**config.mk**
```make
export PLATFORM = sky130hd
export DESIGN_NAME = sram_handshake_bridge_flat
export DESIGN_NICKNAME = d
export VERILOG_FILES = /design/src/rtl/sram_handshake_bridge_pkg.sv /design/src/rtl/sram_handshake_bridge_if.sv /design/src/rtl/sram_handshake_bridge_size_enc.sv /design/src/rtl/sram_handshake_bridge.sv /design/src/flat_wrapper.sv
export SDC_FILE = /design/constraint.sdc
export NUM_CORES = 1
export LEC_CHECK = 0
export BUFFER_PORTS_ARGS = -buffer_cell sky130_fd_sc_hd__buf_2
export CORE_AREA = 2 2 156 158
export DETAILED_ROUTE_END_ITERATION = 6
export DIE_AREA = 0 0 158 160
export GPL_TIMING_DRIVEN = 0
export SLEW_MARGIN = 0
export SYNTH_ARGS = -nofsm -noshare
export SYNTH_HDL_FRONTEND = slang
export SYNTH_SLANG_ARGS = --single-unit
export TNS_END_PERCENT = 20
```
**constraint.sdc**
```tcl
create_clock -name clk -period 12.2 [get_ports clk]
set_input_delay 0.61 -clock clk [delete_from_list [all_inputs] [get_ports clk]]
set_output_delay 0.61 -clock clk [all_outputs]
set_load 0.005 [all_outputs]
```
**src/rtl/sram_handshake_bridge_pkg.sv**
```systemverilog
// Shared definitions for the SRAM-to-handshake bridge:
// FSM state encoding and shared-port size codes.
package sram_handshake_bridge_pkg;

  typedef enum logic [1:0] {
    BR_IDLE = 2'd0,
    BR_REQ  = 2'd1,
    BR_WAIT = 2'd2,
    BR_DONE = 2'd3
  } br_state_t;

  localparam logic [1:0] SIZE_B = 2'd0;
  localparam logic [1:0] SIZE_H = 2'd1;
  localparam logic [1:0] SIZE_W = 2'd2;

endpackage

```
**src/rtl/sram_handshake_bridge_if.sv**
```systemverilog
// Shared memory port with req/addr_ok/data_ok handshake.
// master = bridge side, slave = memory side.
interface sram_handshake_bridge_if #(
  parameter int ADDR_W = 32,
  parameter int DATA_W = 32
);
  logic              req;
  logic              wr;
  logic [1:0]        size;
  logic [3:0]        wstrb;
  logic [ADDR_W-1:0] addr;
  logic [DATA_W-1:0] wdata;
  logic              addr_ok;
  logic              data_ok;
  logic [DATA_W-1:0] rdata;

  modport master (
    output req, wr, size, wstrb, addr, wdata,
    input  addr_ok, data_ok, rdata
  );

  modport slave (
    input  req, wr, size, wstrb, addr, wdata,
    output addr_ok, data_ok, rdata
  );
endinterface

```
**src/rtl/sram_handshake_bridge_size_enc.sv**
```systemverilog
// Byte-enable to {size, wstrb} encoder for the shared port.
// Reads (we == 0) become full-word accesses with all strobes.
module sram_size_enc
  import sram_handshake_bridge_pkg::*;
(
  input  logic [3:0] we,
  output logic [1:0] size,
  output logic [3:0] wstrb
);

  // classify the enable pattern; odd patterns fall back to word
  always_comb begin
    size  = SIZE_W;
    wstrb = 4'hF;
    unique case (we)
      4'b0001, 4'b0010,
      4'b0100, 4'b1000: size = SIZE_B;
      4'b0011, 4'b1100: size = SIZE_H;
      default:          size = SIZE_W;
    endcase
    if (|we) wstrb = we;
  end

endmodule

```
**src/rtl/sram_handshake_bridge.sv**
```systemverilog
// Serialises inst/data SRAM ports onto one req/addr_ok/data_ok port.
// Optional macro SRAM_BRIDGE_PERF_EN adds stall/request counters.
module sram_handshake_bridge
  import sram_handshake_bridge_pkg::*;
#(
  parameter int ADDR_W = 32,
  parameter int DATA_W = 32
) (
  input  logic              clk,
  input  logic              reset,
  input  logic              inst_sram_en,
  input  logic [3:0]        inst_sram_we,
  input  logic [ADDR_W-1:0] inst_sram_addr,
  input  logic [DATA_W-1:0] inst_sram_wdata,
  output logic [DATA_W-1:0] inst_sram_rdata,
  input  logic              data_sram_en,
  input  logic [3:0]        data_sram_we,
  input  logic [ADDR_W-1:0] data_sram_addr,
  input  logic [DATA_W-1:0] data_sram_wdata,
  output logic [DATA_W-1:0] data_sram_rdata,
  output logic              cpu_stall,
`ifdef SRAM_BRIDGE_PERF_EN
  output logic [31:0]       perf_stall_cnt,
  output logic [31:0]       perf_req_cnt,
`endif
  sram_handshake_bridge_if.master mem
);

  br_state_t         state;
  logic              pend_i;
  logic              pend_d;
  logic [3:0]        i_we;
  logic [ADDR_W-1:0] i_addr;
  logic [DATA_W-1:0] i_wdata;

  logic [3:0]        nx_we;
  logic [ADDR_W-1:0] nx_addr;
  logic [DATA_W-1:0] nx_wdata;
  logic [1:0]        nx_size;
  logic [3:0]        nx_wstrb;
  logic              accept;
  logic              done;
  logic              load;

  // next request: data port wins at accept, else the held inst access
  always_comb begin
    nx_we    = i_we;
    nx_addr  = i_addr;
    nx_wdata = i_wdata;
    if (state == BR_IDLE) begin
      if (data_sram_en) begin
        nx_we    = data_sram_we;
        nx_addr  = data_sram_addr;
        nx_wdata = data_sram_wdata;
      end else begin
        nx_we    = inst_sram_we;
        nx_addr  = inst_sram_addr;
        nx_wdata = inst_sram_wdata;
      end
    end
  end

  sram_size_enc u_enc (
    .we    (nx_we),
    .size  (nx_size),
    .wstrb (nx_wstrb)
  );

  // completion may coincide with acceptance in REQ
  always_comb begin
    accept = (state == BR_IDLE) &
             (inst_sram_en | data_sram_en);
    done   = ((state == BR_REQ) & mem.addr_ok & mem.data_ok) |
             ((state == BR_WAIT) & mem.data_ok);
    load   = accept | (done & pend_d & pend_i);
  end

  // stall freezes the core in the accept cycle and until DONE
  always_comb begin
    cpu_stall = 1'b0;
    unique case (state)
      BR_IDLE:          cpu_stall = inst_sram_en | data_sram_en;
      BR_REQ, BR_WAIT:  cpu_stall = 1'b1;
      BR_DONE:          cpu_stall = 1'b0;
    endcase
  end

  // bridge FSM with registered shared-port outputs
  always_ff @(posedge clk or posedge reset) begin
    if (reset) begin
      state           <= BR_IDLE;
      pend_i          <= 1'b0;
      pend_d          <= 1'b0;
      i_we            <= '0;
      i_addr          <= '0;
      i_wdata         <= '0;
      inst_sram_rdata <= '0;
      data_sram_rdata <= '0;
      mem.req         <= 1'b0;
      mem.wr          <= 1'b0;
      mem.size        <= SIZE_B;
      mem.wstrb       <= '0;
      mem.addr        <= '0;
      mem.wdata       <= '0;
    end else begin
      unique case (state)
        BR_IDLE: begin
          if (accept) begin
            pend_i  <= inst_sram_en;
            pend_d  <= data_sram_en;
            i_we    <= inst_sram_we;
            i_addr  <= inst_sram_addr;
            i_wdata <= inst_sram_wdata;
            state   <= BR_REQ;
          end
        end
        BR_REQ: begin
          if (mem.addr_ok) begin
            mem.req <= 1'b0;
            state   <= BR_WAIT;
          end
        end
        BR_WAIT: begin
        end
        BR_DONE: state <= BR_IDLE;
      endcase

      if (done) begin
        if (pend_d) begin
          if (!mem.wr) data_sram_rdata <= mem.rdata;
          pend_d <= 1'b0;
          state  <= pend_i ? BR_REQ : BR_DONE;
        end else begin
          if (!mem.wr) inst_sram_rdata <= mem.rdata;
          pend_i <= 1'b0;
          state  <= BR_DONE;
        end
      end

      if (load) begin
        mem.req   <= 1'b1;
        mem.wr    <= |nx_we;
        mem.size  <= nx_size;
        mem.wstrb <= nx_wstrb;
        mem.addr  <= nx_addr;
        mem.wdata <= nx_wdata;
      end
    end
  end

`ifdef SRAM_BRIDGE_PERF_EN
  // free-running wrap-around performance counters
  always_ff @(posedge clk or posedge reset) begin
    if (reset) begin
      perf_stall_cnt <= '0;
      perf_req_cnt   <= '0;
    end else begin
      if (cpu_stall)
        perf_stall_cnt <= perf_stall_cnt + 32'd1;
      if (mem.req & mem.addr_ok)
        perf_req_cnt <= perf_req_cnt + 32'd1;
    end
  end
`endif

endmodule
```
**src/flat_wrapper.sv**
```systemverilog
// flat-port wrapper written by rule: the top's interface ports become plain ports
module sram_handshake_bridge_flat import sram_handshake_bridge_pkg::*;
#(
  parameter int ADDR_W = 32,
  parameter int DATA_W = 32
)
  (clk, reset, inst_sram_en, inst_sram_we, inst_sram_addr, inst_sram_wdata, inst_sram_rdata, data_sram_en, data_sram_we, data_sram_addr, data_sram_wdata, data_sram_rdata, cpu_stall, mem_req, mem_wr, mem_size, mem_wstrb, mem_addr, mem_wdata, mem_addr_ok, mem_data_ok, mem_rdata);
  sram_handshake_bridge_if #(.ADDR_W(ADDR_W), .DATA_W(DATA_W)) mem_i ();
  input  logic clk;
  input  logic reset;
  input  logic inst_sram_en;
  input  logic [3:0] inst_sram_we;
  input  logic [ADDR_W-1:0] inst_sram_addr;
  input  logic [DATA_W-1:0] inst_sram_wdata;
  output logic [DATA_W-1:0] inst_sram_rdata;
  input  logic data_sram_en;
  input  logic [3:0] data_sram_we;
  input  logic [ADDR_W-1:0] data_sram_addr;
  input  logic [DATA_W-1:0] data_sram_wdata;
  output logic [DATA_W-1:0] data_sram_rdata;
  output logic cpu_stall;
  output wire logic [$bits(mem_i.req)-1:0] mem_req;
  output wire logic [$bits(mem_i.wr)-1:0] mem_wr;
  output wire logic [$bits(mem_i.size)-1:0] mem_size;
  output wire logic [$bits(mem_i.wstrb)-1:0] mem_wstrb;
  output wire logic [$bits(mem_i.addr)-1:0] mem_addr;
  output wire logic [$bits(mem_i.wdata)-1:0] mem_wdata;
  input wire logic [$bits(mem_i.addr_ok)-1:0] mem_addr_ok;
  input wire logic [$bits(mem_i.data_ok)-1:0] mem_data_ok;
  input wire logic [$bits(mem_i.rdata)-1:0] mem_rdata;
  assign mem_req = mem_i.req;
  assign mem_wr = mem_i.wr;
  assign mem_size = mem_i.size;
  assign mem_wstrb = mem_i.wstrb;
  assign mem_addr = mem_i.addr;
  assign mem_wdata = mem_i.wdata;
  assign mem_i.addr_ok = mem_addr_ok;
  assign mem_i.data_ok = mem_data_ok;
  assign mem_i.rdata = mem_rdata;
  sram_handshake_bridge #(.ADDR_W(ADDR_W), .DATA_W(DATA_W)) u_core (.clk(clk), .reset(reset), .inst_sram_en(inst_sram_en), .inst_sram_we(inst_sram_we), .inst_sram_addr(inst_sram_addr), .inst_sram_wdata(inst_sram_wdata), .inst_sram_rdata(inst_sram_rdata), .data_sram_en(data_sram_en), .data_sram_we(data_sram_we), .data_sram_addr(data_sram_addr), .data_sram_wdata(data_sram_wdata), .data_sram_rdata(data_sram_rdata), .cpu_stall(cpu_stall), .mem(mem_i));
endmodule
```
; ---- Word-level counts from Yosys, hierarchy flattened
; Index checks and enable logic that the tools add are counted.
; W data, S select, Z words.
[totals]
rom_bits = 0
in_bits = 174
mem_count = 0
elab_cells = 75
latchBits = 0
out_inout_bits = 137
ff_bits = 208
ram_bits = 0
[classes]
n_shift = 0
div_mod_pow = 0
eq_ne = 11
mul = 0
mux = 26
reduce_logical = 13
n_addsub = 0
bitwise_logic = 11
n_lt_le_gt_ge = 0
[ops]
columns = operator, n
row1 = $mux W32, 4
row2 = $mux W4, 3
row3 = $mux W1, 11
row4 = $mux W2, 5
row5 = $reduce_and A3 Y1, 3
row6 = $eq A4 B2 Y1 const B, 2
row7 = $eq A4 B4 Y1 const B, 2
row8 = $reduce_or A4 Y1, 2
row9 = $and A1 B1 Y1, 6
row10 = $pmux W2 S3, 1
row11 = $eq A2 B2 Y1 const B, 2
row12 = $eq A4 B1 Y1 const B, 1
row13 = $eq A4 B3 Y1 const B, 1
row14 = $pmux W2 S2, 1
row15 = $reduce_and A2 Y1, 2
row16 = $reduce_bool A2 Y1, 2
row17 = $reduce_bool A4 Y1, 1
row18 = $reduce_or A2 Y1, 2
row19 = $ne A3 B1 Y1 const B, 1
row20 = $ne A3 B2 Y1 const B, 1
row21 = $or A1 B1 Y1, 3
row22 = $pmux W1 S3, 1
row23 = $eq A2 B1 Y1 const B, 1
row24 = $logic_not A2 Y1, 1
row25 = $not A1 Y1, 2

; ---- Longest topological paths before layout
; Gate-level depths: netlist of run 1.
[logic_depth]
word_depth = 9
depth_mapped = 11
mapped_depth_nobuf = 6

; ---- Modules after synthesis
; A second synthesis of run 1 with hierarchy kept.
[hier_totals]
hier_cells = 780
area_unflattened_um2 = 9266.4
[by_module_without_submodules]
columns = mod, cells_each, area_per_inst_um2, instances, seq_area_each_um2
row1 = sram_handshake_bridge, 770, 9182.6, 1, 5205.0
row2 = sram_size_enc, 10, 83.8, 1, 0.0

; ---- Worst setup path before layout of run 1
; No wires, ideal clock.
[synth_timing]
path_kind = reg-to-reg
from = register u_core.state[1]
to = register u_core.inst_sram_rdata[20]
slack_ns = 10.267
period_less_slack_ns = 1.933
path_buffers = 1
path_stages_with_launch = 8
t_arrival_ns = 1.808
setup_time_ns = 0.125
required_time_ns = 12.075
path_cell_list = dfrtp_1 inv_1 ha_1 a21o_1 nand2_1 nor3_2 buf_4 mux2_2
[synth_between]
elab_chain_len = 5
word_cells_on_any_way = 7
classes_between = eq/ne (2) / bitwise (4) / reduce/logical (1)
[synth_lines]
columns = item, line_no
row1 = from (decl), sram_handshake_bridge.sv:29  ; br_state_t state;
row2 = from (signal assigned), sram_handshake_bridge.sv:132  ; state <= pend_i ? BR_REQ : BR_DONE;
row3 = $eq A2 B1 Y1, sram_handshake_bridge.sv:73  ; done = ((state == BR_REQ) & mem.addr_ok & mem.data_ok) |
row4 = $and A1 B1 Y1 (2 in series), sram_handshake_bridge.sv:73
row5 = $or A1 B1 Y1 *, sram_handshake_bridge.sv:73
row6 = $reduce_and A3 Y1 (no source line) *, n/a
row7 = to (signal assigned), sram_handshake_bridge.sv:134  ; if (!mem.wr) inst_sram_rdata <= mem.rdata;
row8 = to (decl), sram_handshake_bridge.sv:15  ; output logic [DATA_W-1:0] inst_sram_rdata,
; Every way passes the cells marked *; elsewhere a longest branch is shown, timed or not.
; A chain may end at the register's enable or synchronous reset.

; ---- Final worst setup path of run 1
[layout_timing]
from = register u_core.state[0]
to = register u_core.pend_i
[layout_between]
elab_chain_len = 6
word_cells_on_any_way = 12
classes_between = eq/ne (2) / mux (4) / bitwise (5) / reduce/logical (1)
[layout_lines]
columns = item, line_no
row1 = $logic_not A2 Y1, "sram_handshake_bridge.sv:71, sram_handshake_bridge.sv:106"
row2 = $and A1 B1 Y1, sram_handshake_bridge.sv:71  ; accept = (state == BR_IDLE) &
row3 = $mux W1, sram_handshake_bridge.sv:108  ; if (accept) begin
row4 = $mux W1, sram_handshake_bridge.sv:106  ; unique case (state)
row5 = $mux W1, sram_handshake_bridge.sv:129  ; if (pend_d) begin
row6 = $mux W1 *, sram_handshake_bridge.sv:128  ; if (done) begin
row7 = to (signal assigned), sram_handshake_bridge.sv:109  ; pend_i <= inst_sram_en;
row8 = to (decl), sram_handshake_bridge.sv:30  ; logic pend_i;
; Marks and branches as above.

==> summary.log, run 1 <==
INFO  power          static_leakage_power=6.28nW
INFO  critical_path  cp-start-kind=register
INFO  global_route   global_route_wire_length_before_repair=42000um
INFO  logic_synthesis synth.net_count=1105
INFO  critical_path  cp_max_fo=10
INFO  placement      place_congestion=0.806
INFO  finish         layout.nets=1440
INFO  logic_synthesis post_synth_num_cell_types=37
INFO  logic_synthesis netlist_instances=925
INFO  sta            post-route-period-util=20.9%
INFO  sta            final.setup.tns=0ps
INFO  global_route   globalRouteOverflowTotal=0
INFO  sta            final_hold_violating_endpoints=0
INFO  sta            actual_transition_at_the_worst_max_transition_pin=729ps
INFO  critical_path  critPathCaptureType=register
INFO  logic_synthesis synth_compound_gate_area_share=8.91%
INFO  logic_synthesis post_synthesis_share_of_cell_area_spent_on_and_or_nand_and_nor_gates=14.7%
INFO  clocking       clock-root-buffer=sky130_fd_sc_hd__clkbuf_16
INFO  critical_path  critical-path-slowest-cell=sky130_fd_sc_hd__clkbuf_1
INFO  power          max-vdd-ir-drop=0.0970mV
INFO  clocking       cts_inserted_buffers=23
INFO  placement      placement.io_buffers=309
INFO  clocking       post_cts_setup_driven_buffer_insertion_count=0
INFO  floorplan      floorplan.initialDensity=38.9%
INFO  clocking       clock_tree_buffer_depth=3
INFO  sta            grt_setup_unrepaired=false
INFO  finish         layout-area-overhead-vs-synth=29.8%
INFO  routing        drc_errors_left=0
INFO  routing        drt_pre_antenna_iters=4
INFO  critical_path  timing.critical_path.required=12600ps
INFO  floorplan      floorplan.io_pins=311
INFO  critical_path  highest_cell_delay_on_the_worst_timing_path=500ps
INFO  global_route   grtUsageTotal=21.1%
INFO  sta            fin_hold_ws=212ps
INFO  sta            finClkSkew=22.0ps
INFO  logic_synthesis prevailing_post_synth_register_cell=sky130_fd_sc_hd__dfrtp_1
INFO  routing        routedWlPerCell=16.7um
INFO  logic_synthesis synth.yosys.seq_area_share=56.2%
INFO  critical_path  worst-setup-path-type=register to register
INFO  sta            setup_violations=0
INFO  sta            relSlewSlack=51.4%
INFO  floorplan      row_count=57
INFO  clocking       cts_tree=built
INFO  placement      preCtsSetupSlack=9570ps
INFO  job            drv_cap=0
INFO  routing        finalWirelength=26800um
INFO  sta            fin_crit=2550ps
INFO  logic_synthesis synthesis.area_per_instance=10.0um2
INFO  finish         post_route_cells_drive_above_1_share=35.1%
INFO  hold_path      hold_class=primary input to async pin
INFO  floorplan      die_h=160um
INFO  power          pwr_density_cell=256nW/um2
INFO  routing        antenna_violating_nets_post_route=0
INFO  logic_synthesis synthXorXnorAreaFrac=0%
INFO  power          p_total=3.08mW
INFO  placement      dp_hpwl=19500um
INFO  clocking       postCtsResizedCells=0
INFO  routing        routedLengthMet1=11300um
INFO  critical_path  worst-endpoint-arrival=2950ps
INFO  sta            maxSlewViolCount=0
INFO  clocking       cts.sinks=208
INFO  floorplan      fp.coreArea=23800um2
INFO  critical_path  crit_path_start=u_core.state[0]
INFO  floorplan      fp.dieW=158um
INFO  logic_synthesis post_synth_fa_ha_maj_area_fraction=0.810%
INFO  logic_synthesis post_synth_mux_area_share=15.8%
INFO  global_route   grt_pass1_vias=7836
INFO  global_route   maximum_number_of_pins_on_one_net_before_global_route_repair=106
INFO  clocking       insertion_delay=510ps
INFO  logic_synthesis dominant_combinational_cell_family_by_area_after_synthesis=multiplexers
INFO  global_route   number_of_antenna_violations_at_the_first_check_in_global_routing=4
INFO  logic_synthesis synth_warnings=0
INFO  routing        viasPerCell=4.79
INFO  sta            fin_ws=9650ps
INFO  routing        via_count=7684
INFO  logic_synthesis ys_async_sr_fraction=100%
INFO  routing        drt-initial-drc-count=346
INFO  floorplan      die_area=25300um2
INFO  sta            fmax=0.392GHz
INFO  clocking       holdBufCountCts=0
INFO  logic_synthesis synth-edff-count=0
INFO  outcome        run_status=completed
INFO  critical_path  cpLargestDelayFamily=buffers and inverters
INFO  routing        met2RoutedLength=12600um
INFO  routing        route.met3.wl=2330um
INFO  critical_path  path_cells=inv_1 -> ha_1 -> buf_2 -> buf_2 -> buf_2 -> clkbuf_1 -> nand2_1 -> a22oi_1 -> nor2_1
INFO  clocking       clk_pin_slew=60ps
INFO  logic_synthesis netlist_area=9270um2
INFO  routing        highest_layer=met5
INFO  critical_path  cp.buffers_inverters=5
INFO  critical_path  worst_reg2reg_path_startpoint=u_core.state[0]
INFO  clocking       ctsHtreeMaxLevel=1
INFO  logic_synthesis ys_seq_elements=208
INFO  critical_path  most_used_cell_along_the_critical_path=sky130_fd_sc_hd__buf_2
[synthesized netlist by cell type, types with 2 or more instances]
cell,count,area (um2)
sky130_fd_sc_hd__nand2_1,339,1270
sky130_fd_sc_hd__dfrtp_1,208,5200
sky130_fd_sc_hd__o21ai_0,119,596
sky130_fd_sc_hd__mux2i_1,69,691
sky130_fd_sc_hd__mux2_2,64,721
sky130_fd_sc_hd__clkbuf_1,25,93.8
sky130_fd_sc_hd__buf_2,21,105
sky130_fd_sc_hd__o21ai_1,10,50.1
sky130_fd_sc_hd__a21oi_1,8,40.0
sky130_fd_sc_hd__nor2_1,7,26.3
sky130_fd_sc_hd__buf_6,6,67.6
sky130_fd_sc_hd__ha_1,6,75.1
sky130_fd_sc_hd__a21o_1,4,30.0
sky130_fd_sc_hd__buf_4,4,30.0
sky130_fd_sc_hd__inv_1,4,15.0
sky130_fd_sc_hd__nor2b_1,4,25.0
sky130_fd_sc_hd__clkbuf_2,3,15.0
sky130_fd_sc_hd__a22oi_1,2,15.0
sky130_fd_sc_hd__buf_1,2,7.51
sky130_fd_sc_hd__mux2_1,2,22.5
sky130_fd_sc_hd__mux2i_2,2,27.5
[layout make-up]
cell class              count  area, um2
repair buffers            310       1570
clock inverters             3       46.3
fillers                  2346      11800
flip-flops and latches    208       5200
inverters                   4       22.5
plain buffers              61        319
multi-input cells         652       3730
clock buffers              37        718
well taps                 324        405
diodes                      5       12.5
[report_power, final]
part / leakage (nW) / internal [mW] / switching, mW
Sequential: 2.56 / 1.03 / 0.165
Combinational: 3.35 / 0.512 / 0.670
Clock: 0.373 / 0.422 / 0.278
Total: 6.28 / 1.96 / 1.11
[flip-flops by register name (all words and copies together), names as in the netlist, 4 cells and up]
register / cells
u_core.data_sram_rdata: 32
u_core.i_addr: 32
u_core.i_wdata: 32
u_core.i_we: 4
u_core.inst_sram_rdata: 32
u_core.mem.addr: 32
u_core.mem.wdata: 32
u_core.mem.wstrb: 4
[path summary, 6_finish.rpt]
path | to | slack [ps] | cells after the start
worst min-delay path | u_core.inst_sram_rdata[26] | 210 | 2
max in group asynchronous | u_core.i_addr[13] | 11010 | 3
min in group clk | u_core.i_we[0] | 300 | 3
worst min register to register | u_core.i_addr[12] | 470 | 2
worst max register to register | u_core.pend_i | 9650 | 9
worst max-delay path | u_core.pend_i | 9650 | 9
[cells by family after synthesis]
family | after synthesis
compound gates | 154
fa+ha+maj | 6
buf+inv | 65
flops | 208
mux | 137
simple gates | 355
[per-stage QoR]
step                area (um2)  utilization [%]  cells
finish                   12000             50.5   1604
global route             12000             50.5   1600
CTS                      12000             50.4   1599
detailed placement       11300             47.2   1559
global placement         11200             47.1   1558
floorplan                 9270                -    925
[worst reg2reg max path, stage by stage, from the launching register on]
cell and delay (ps):
sky130_fd_sc_hd__dfrtp_1 440, sky130_fd_sc_hd__inv_1 160, sky130_fd_sc_hd__ha_1 160, sky130_fd_sc_hd__buf_2 250, sky130_fd_sc_hd__buf_2 270, sky130_fd_sc_hd__buf_2 340, sky130_fd_sc_hd__clkbuf_1 500, sky130_fd_sc_hd__nand2_1 100
sky130_fd_sc_hd__a22oi_1 170, sky130_fd_sc_hd__nor2_1 60
[layout by cell type, fill, tap and decap left out, drive strengths merged, types with 2 or more instances in the layout]
master	n
buf	343
nand2	339
dfrtp	208
o21ai	129
mux2i	71
mux2	66
clkbuf	65
a21oi	8
nor2	7
ha	6
diode	5
inv	5
a21o	4
nor2b	4
a22oi	2
a41oi	2
[per-layer routing]
layer	vias to the layer above	GRT usage (%)
li1	3757	-
met1	3614	27.2
met2	266	34.9
met3	45	5.26
met4	2	6.31
met5	-	0
Note: power is estimated with default switching activity, not from simulation.
==> inputs of run 2 (changes only) <==
==> constraint.sdc (replaced) <==
create_clock -name clk -period 2.5 [get_ports clk]
set_input_delay 0.125 -clock clk [delete_from_list [all_inputs] [get_ports clk]]
set_output_delay 0.125 -clock clk [all_outputs]
set_load 0.005 [all_outputs]
==> run 2 against run 1 <==
Net effect:
- sequential share of layout area shrank 4.3 points
- critical path depth grew 1
- critical path type unchanged
- clock-buffer cell count shrank 2
- critical endpoint is now u_core.mem.wstrb[2]
- die area is the same
- flip-flop and latch count is the same
- global-route usage grew 1.0 points
- largest cell class unchanged
- non-clock buffer count grew 114
- utilization grew 5.5 points
- highest routed layer is now met4
- clock skew shrank 10 ps
==> summary.log, run 2 (synthesis results as in run 1) <==
INFO  placement      dp_hpwl=20000um [+2.4%]
INFO  floorplan      floorplan.io_pins=311 [unchanged]
INFO  sta            maxSlewViolCount=0 [unchanged]
INFO  critical_path  worst-endpoint-arrival=2690ps [-260 ps]
INFO  critical_path  cpLargestDelayFamily=buffers and inverters
INFO  global_route   grt_pass1_vias=8187 [+4.5%]
INFO  critical_path  timing.critical_path.required=2880ps [-9720 ps]
INFO  finish         most_frequent_cells_in_the_layout=339 x sky130_fd_sc_hd__nand2_1, 328 x sky130_fd_sc_hd__buf_2, 208 x sky130_fd_sc_hd__dfrtp_1
INFO  routing        drc_errors_left=0 [unchanged]
INFO  critical_path  reg2reg_setup_slack=200ps [-9460 ps]
INFO  finish         multi_input_comb_area=3750um2 [+0.57%]
INFO  floorplan      floorplan.initialDensity=38.9% [unchanged]
INFO  sta            actual_transition_at_the_worst_max_transition_pin=590ps [-138 ps]
INFO  critical_path  critical-path-slowest-cell=sky130_fd_sc_hd__dfrtp_1
INFO  hold_path      hold_path.startpoint=data_sram_wdata[24]
INFO  finish         post_route_cells_drive_above_1_share=33.6% [-1.6 points]
INFO  power          p_total=15.8mW [+410%]
INFO  routing        highest_layer=met4
INFO  clocking       cts_tree=built
INFO  routing        via_count=8232 [+7.1%]
INFO  floorplan      die_area=25300um2 [unchanged]
INFO  clocking       ctsHtreeMaxLevel=1 [unchanged]
INFO  critical_path  worst-setup-path-type=register to register
INFO  power          static_leakage_power=6.87nW [+9.3%]
INFO  job            drv_cap=0 [unchanged]
INFO  sta            post-route-period-util=92.2% [+71 points]
INFO  critical_path  crit_path_start=u_core.state[0]
INFO  routing        routedLengthMet1=11900um [+5.7%]
INFO  routing        drt-initial-drc-count=442 [+28%]
INFO  critical_path  cp-start-kind=register
INFO  sta            fin_crit=2300ps [-245 ps]
INFO  floorplan      fp.coreArea=23800um2 [unchanged]
INFO  critical_path  critPathCaptureType=register
INFO  critical_path  cp.buffers_inverters=5 [unchanged]
INFO  hold_path      hold_class=primary input to register
INFO  sta            fmax=0.434GHz [+11%]
INFO  global_route   number_of_antenna_violations_at_the_first_check_in_global_routing=1 [-3]
INFO  clocking       insertion_delay=510ps [about the same]
INFO  finish         layout.nets=1555 [+8.0%]
INFO  clocking       clock_tree_buffer_depth=3 [unchanged]
INFO  routing        antenna_violating_nets_post_route=0 [unchanged]
INFO  routing        routedWlPerCell=16.7um [-0.24%]
INFO  routing        met2RoutedLength=13800um [+10%]
INFO  clocking       clock-root-buffer=sky130_fd_sc_hd__clkbuf_16
INFO  finish         final.fill_count=2178 [-7.2%]
INFO  placement      placement.io_buffers=309 [unchanged]
INFO  critical_path  highest_cell_delay_on_the_worst_timing_path=420ps [-80 ps]
INFO  clocking       cts.sinks=208 [unchanged]
INFO  sta            finClkSkew=11.8ps [-10.2 ps]
INFO  finish         layout_commonest_cell=sky130_fd_sc_hd__nand2_1
INFO  placement      place_congestion=0.781 [-3.0%]
INFO  global_route   grtUsageTotal=22.1% [+1.0 points]
INFO  global_route   global_route_wire_length_before_repair=44400um [+5.6%]
INFO  finish         layout-area-overhead-vs-synth=44.0%
INFO  power          max-vdd-ir-drop=0.475mV [+390%]
INFO  sta            relSlewSlack=60.6% [+9.2 points]
INFO  global_route   globalRouteOverflowTotal=0 [unchanged]
INFO  finish         register_area=5200um2 [unchanged]
INFO  sta            final_hold_violating_endpoints=0 [unchanged]
INFO  clocking       clk_pin_slew=60ps [about the same]
INFO  power          pwr_density_cell=1180nW/um2 [+360%]
INFO  outcome        run_status=completed
INFO  routing        viasPerCell=4.80 [+0.14%]
INFO  critical_path  path_cells=inv_1 -> ha_1 -> clkbuf_4 -> o21a_1 -> buf_2 -> a41oi_4 -> buf_12 -> clkbuf_16 -> a41oi_1 -> a21oi_1
INFO  routing        route.met3.wl=2220um [-4.7%]
INFO  floorplan      fp.dieW=158um [unchanged]
INFO  global_route   maximum_number_of_pins_on_one_net_before_global_route_repair=44 [-58%]
INFO  critical_path  cp_max_fo=8 [-2]
INFO  critical_path  worst_reg2reg_path_startpoint=u_core.state[0]
INFO  routing        drt_pre_antenna_iters=4 [unchanged]
INFO  floorplan      row_count=57 [unchanged]
INFO  sta            final.setup.tns=0ps [unchanged]
INFO  clocking       cts_inserted_buffers=24 [+4.3%]
INFO  routing        finalWirelength=28600um [+6.7%]
INFO  floorplan      die_h=160um [unchanged]
INFO  sta            setup_violations=0 [unchanged]
-- run 2: area by class of cell --
class	instances	share of cell area, %
clock inverter	7	1.04
multi-input combinational	652	28.1
tap	324	3.04
inverter	4	0.141
sequential	208	39.0
buffer	61	2.52
timing repair buffer	424	20.8
antenna	1	0.0188
clock buffer	35	5.34
-- run 2: where the power goes --
| group | total, mW | internal, mW | switching [mW] |
|---|---|---|---|
| clock network | 3.75 | 2.38 | 1.37 |
| registers | 5.87 | 5.02 | 0.851 |
| logic | 6.13 | 2.73 | 3.40 |
-- run 2: tightest hold or removal path, delay by kind of cell --
kind                   cells  cell delay, ps
AOI/OAI and AO/OA          2             180
muxes                      1              60
and+or+nand+nor            1              60
buffers and inverters      1              80
-- run 2: repair_timing --
action | CTS | global route
hold endpoints to repair | 288 | 0
resized for setup | 3 | 12
endpoints found under the setup margin | 13 | 122
cloned | 0 | 1
buffers inserted | 0 | 3
hold buffers | 105 | 0
-- run 2: final timing paths --
kind,to,depth (start not counted)
max in group asynchronous,u_core.i_addr[13],7
worst max register to register,u_core.mem.wstrb[2],10
worst min register to register,u_core.i_addr[21],2
worst min-delay path,u_core.mem.wdata[24],5
min in group asynchronous,u_core.mem.wdata[8],3
worst max-delay path,u_core.mem.wstrb[2],10
-- run 2: metrics by stage --
step / cell area (um2) / std cells / hold WS [ps] / util, % / setup WS (ps)
floorplan: 9270 / 925 / 225 / - / -325
global placement: 11200 / 1558 / 329 / 47.1 / -1730
detailed placement: 11300 / 1564 / 5.81 / 47.6 / -60.0
CTS: 13200 / 1711 / 5.80 / 55.6 / 29.0
global route: 13300 / 1716 / 37.6 / 56.0 / -1.85
finish: 13300 / 1716 / 19.4 / 56.0 / 196
-- run 2: layer usage --
layer / vias up / GRT usage (%)
met5: - / 0
met4: 0 / 5.57
met3: 41 / 5.07
met2: 275 / 38.4
met1: 3930 / 27.7
li1: 3986 / -
==> inputs of run 3 (changes only) <==
--- a/config.mk
+++ b/config.mk
@@ -9,7 +9,6 @@
 export CORE_AREA = 2 2 156 158
 export DETAILED_ROUTE_END_ITERATION = 6
 export DIE_AREA = 0 0 158 160
-export GPL_TIMING_DRIVEN = 0
 export SLEW_MARGIN = 0
 export SYNTH_ARGS = -nofsm -noshare
 export SYNTH_HDL_FRONTEND = slang
==> run 3 against run 2 <==
Net effect:
- design area fell by 2.8%
- die area is the same
- wire length decreased by 9.6%
- first-iteration DRC count is 24% lower
- utilization fell by 1.6 points
==> summary.log, run 3 (synthesis results as in run 1) <==
INFO  sta            final_hold_violating_endpoints=0 [unchanged]
INFO  finish         post_route_cells_drive_above_1_share=32.6% [-0.94 points]
INFO  clocking       clock_tree_buffer_depth=3 [unchanged]
INFO  sta            final.setup.tns=0ps [unchanged]
INFO  global_route   grt.met2_usage=34.2% [-4.2 points]
INFO  critical_path  worst_reg2reg_path_startpoint=u_core.state[1]
INFO  critical_path  timing.critical_path.required=2880ps [about the same]
INFO  sta            relSlewSlack=44.0% [-17 points]
INFO  clocking       clk_pin_slew=60ps [about the same]
INFO  global_route   grtUsageMet1=25.1% [-2.5 points]
INFO  clocking       post_cts_setup_driven_buffer_insertion_count=0 [unchanged]
INFO  routing        drt-initial-drc-count=335 [-24%]
INFO  global_route   m3_gr_usage=5.62% [+0.54 points]
INFO  finish         layout_commonest_cell=sky130_fd_sc_hd__nand2_1
INFO  clocking       insertion_delay=500ps [about the same]
INFO  sta            finClkSkew=12.8ps [+0.987 ps]
INFO  global_route   grtUsageTotal=20.1% [-2.0 points]
INFO  sta            fin_crit=2180ps [-120 ps]
INFO  critical_path  cp-start-kind=register
INFO  routing        antenna_violating_nets_post_route=0 [unchanged]
INFO  global_route   globalRouteOverflowTotal=0 [unchanged]
INFO  sta            maxSlewViolCount=0 [unchanged]
INFO  critical_path  path_cells=inv_1 -> ha_1 -> a21o_1 -> nand2_1 -> nor3_4 -> buf_12 -> mux2_2
INFO  global_route   number_of_antenna_violations_at_the_first_check_in_global_routing=2 [+1]
INFO  floorplan      fp.coreArea=23800um2 [unchanged]
INFO  floorplan      row_count=57 [unchanged]
INFO  power          p_int=9.64mW [-4.9%]
INFO  placement      dp_hpwl=17100um [-15%]
INFO  finish         layout-area-overhead-vs-synth=40.0%
INFO  hold_path      hold_end=u_core.mem.wdata[4]
INFO  floorplan      die_area=25300um2 [unchanged]
INFO  critical_path  rr_endpoint=u_core.inst_sram_rdata[4]
INFO  critical_path  reg2reg_setup_slack=320ps [+120 ps]
INFO  power          max-vdd-ir-drop=0.639mV [+35%]
INFO  sta            setup_violations=0 [unchanged]
INFO  routing        via_count=7878 [-4.3%]
INFO  job            drv_cap=0 [unchanged]
INFO  critical_path  cpLargestDelayFamily=flip-flops
INFO  power          static_leakage_power=6.65nW [-3.1%]
INFO  clocking       cts_inserted_buffers=23 [-4.2%]
INFO  routing        viasPerCell=4.73 [-1.3%]
INFO  finish         final.fill_count=2189 [+0.51%]
INFO  finish         layout.nets=1502 [-3.4%]
INFO  outcome        run_status=completed
INFO  power          switching_share=35.5% [-0.25 points]
INFO  power          clock_power_share=22.9% [-0.9 points]
INFO  placement      placedCellCount=1518 [-2.9%]
INFO  critical_path  cp.buffers_inverters=2 [-3]
INFO  routing        routedWlPerCell=15.5um [-6.8%]
INFO  power          combPwrFrac=37.8% [-1.1 points]
INFO  global_route   maximum_number_of_pins_on_one_net_before_global_route_repair=81 [+84%]
INFO  sta            actual_transition_at_the_worst_max_transition_pin=840ps [+250 ps]
INFO  hold_path      whs_path_depth=5 [unchanged]
INFO  clocking       postCtsResizedCells=0 [-3]
INFO  placement      placement.io_buffers=310 [+0.32%]
INFO  power          switching_power=5.29mW [-5.9%]
INFO  global_route   grt-busiest-layer=met2
INFO  placement      place_congestion=0.776 [-0.64%]
INFO  sta            grt_setup_unrepaired=false
INFO  hold_path      hold_path.startpoint=data_sram_wdata[4]
INFO  hold_path      hold_class=primary input to register
INFO  routing        drc_errors_left=0 [unchanged]
INFO  routing        finalWirelength=25900um [-9.6%]
INFO  critical_path  highest_cell_delay_on_the_worst_timing_path=400ps [-20 ps]
INFO  critical_path  worst-endpoint-arrival=2560ps [-130 ps]
INFO  finish         most_frequent_cells_in_the_layout=339 x sky130_fd_sc_hd__nand2_1, 309 x sky130_fd_sc_hd__buf_2, 208 x sky130_fd_sc_hd__dfrtp_1
INFO  global_route   global_route_wire_length_before_repair=41000um [-7.5%]
INFO  critical_path  worstRegToRegCells=7 [-3]
INFO  floorplan      die_h=160um [unchanged]
INFO  critical_path  critical-path-slowest-cell=sky130_fd_sc_hd__dfrtp_1
INFO  clocking       clock-root-buffer=sky130_fd_sc_hd__clkbuf_16
INFO  power          pwr_density_cell=1150nW/um2 [-2.5%]
INFO  critical_path  crit_path_start=u_core.state[1]
INFO  clocking       cts_tree=built
INFO  routing        drt_pre_antenna_iters=6 [+2]
INFO  global_route   grt_pass1_vias=7950 [-2.9%]
INFO  finish         instances_no_fill=1664 [-3.0%]
INFO  clocking       cts.sinks=208 [unchanged]
INFO  floorplan      floorplan.io_pins=311 [unchanged]
INFO  power          p_seq_share=39.3% [+2.0 points]
INFO  floorplan      fp.dieW=158um [unchanged]
INFO  clocking       ctsHtreeMaxLevel=1 [unchanged]
INFO  critical_path  worst-setup-path-type=register to register
INFO  sta            post-route-period-util=87.4% [-4.8 points]
INFO  critical_path  critPathCaptureType=register
INFO  sta            fmax=0.458GHz [+5.5%]
INFO  floorplan      floorplan.initialDensity=38.9% [unchanged]
INFO  critical_path  cp_max_fo=32 [+24]
-- run 3: how the worst max path moves through the flow --
stage | end | slack, ps | depth (start not counted)
floorplan | u_core.data_sram_rdata[0] | -330 | 1
detailed placement | u_core.inst_sram_rdata[26] | 340 | 7
CTS | u_core.inst_sram_rdata[26] | 330 | 7
global route | u_core.inst_sram_rdata[7] | 170 | 7
finish | u_core.inst_sram_rdata[4] | 320 | 7
global placement | u_core.inst_sram_rdata[4] | 440 | 7
-- run 3: layout make-up --
type / count / area, um2 / share of cell area [%]
well taps: 324 / 405 / 3.13
clock inverters: 10 / 131 / 1.01
multi-input cells: 652 / 3770 / 29.1
repair buffers: 433 / 2810 / 21.7
flip-flops and latches: 208 / 5200 / 40.1
clock buffers: 32 / 629 / 4.85
inverters: 4 / 18.8 / 0.145
diodes: 1 / 2.50 / 0.0193
-- run 3: worst register-to-register path: cells and delay by family, from the launching register on --
kind                       cells  cell delay [ps]
buffers and inverters          2              400
AOI/OAI and AO/OA              1              250
and+or+nand+nor                2              390
DFF                            1              400
muxes                          1              380
adders and majority gates      1              240
-- run 3: layer usage --
layer / part of all wire, % / vias up
met2: 47 / 245
li1: - / 3873
met5: 0 / -
met4: 2.2 / 0
met3: 8.5 / 44
met1: 43 / 3716
-- run 3: through the flow --
| step | instance area [um2] | hold slack (ps) | setup WS (ps) | util (%) | total power [mW] |
|---|---|---|---|---|---|
| 3_3_place_gp | 11200 | 240 | 438 | 46.9 | 11.3 |
| 6_report | 13000 | 19.5 | 315 | 54.5 | 14.9 |
| 3_5_place_dp | 11200 | 238 | 342 | 46.9 | 11.5 |
| 4_1_cts | 13000 | 9.74 | 331 | 54.4 | 15.1 |
| 5_1_grt | 13000 | 23.6 | 169 | 54.4 | 16.2 |
| 2_1_floorplan | 9270 | 225 | -325 | - | 9.22 |
-- run 3: power by group through the flow --
stage	combinational (mW)	sequential (mW)	clock (mW)
2_1_floorplan	3.35	5.86	0
3_3_place_gp	5.46	5.88	0
3_5_place_dp	5.59	5.92	0
4_1_cts	5.72	5.87	3.53
5_1_grt	6.47	6.07	3.66
6_report	5.64	5.87	3.42
-- run 3: what timing repair did --
| action | CTS | global route |
|---|---|---|
| setup endpoints to repair | 0 | 0 |
| endpoints found under the hold margin | 153 | 0 |
| hold buffers | 103 | 0 |
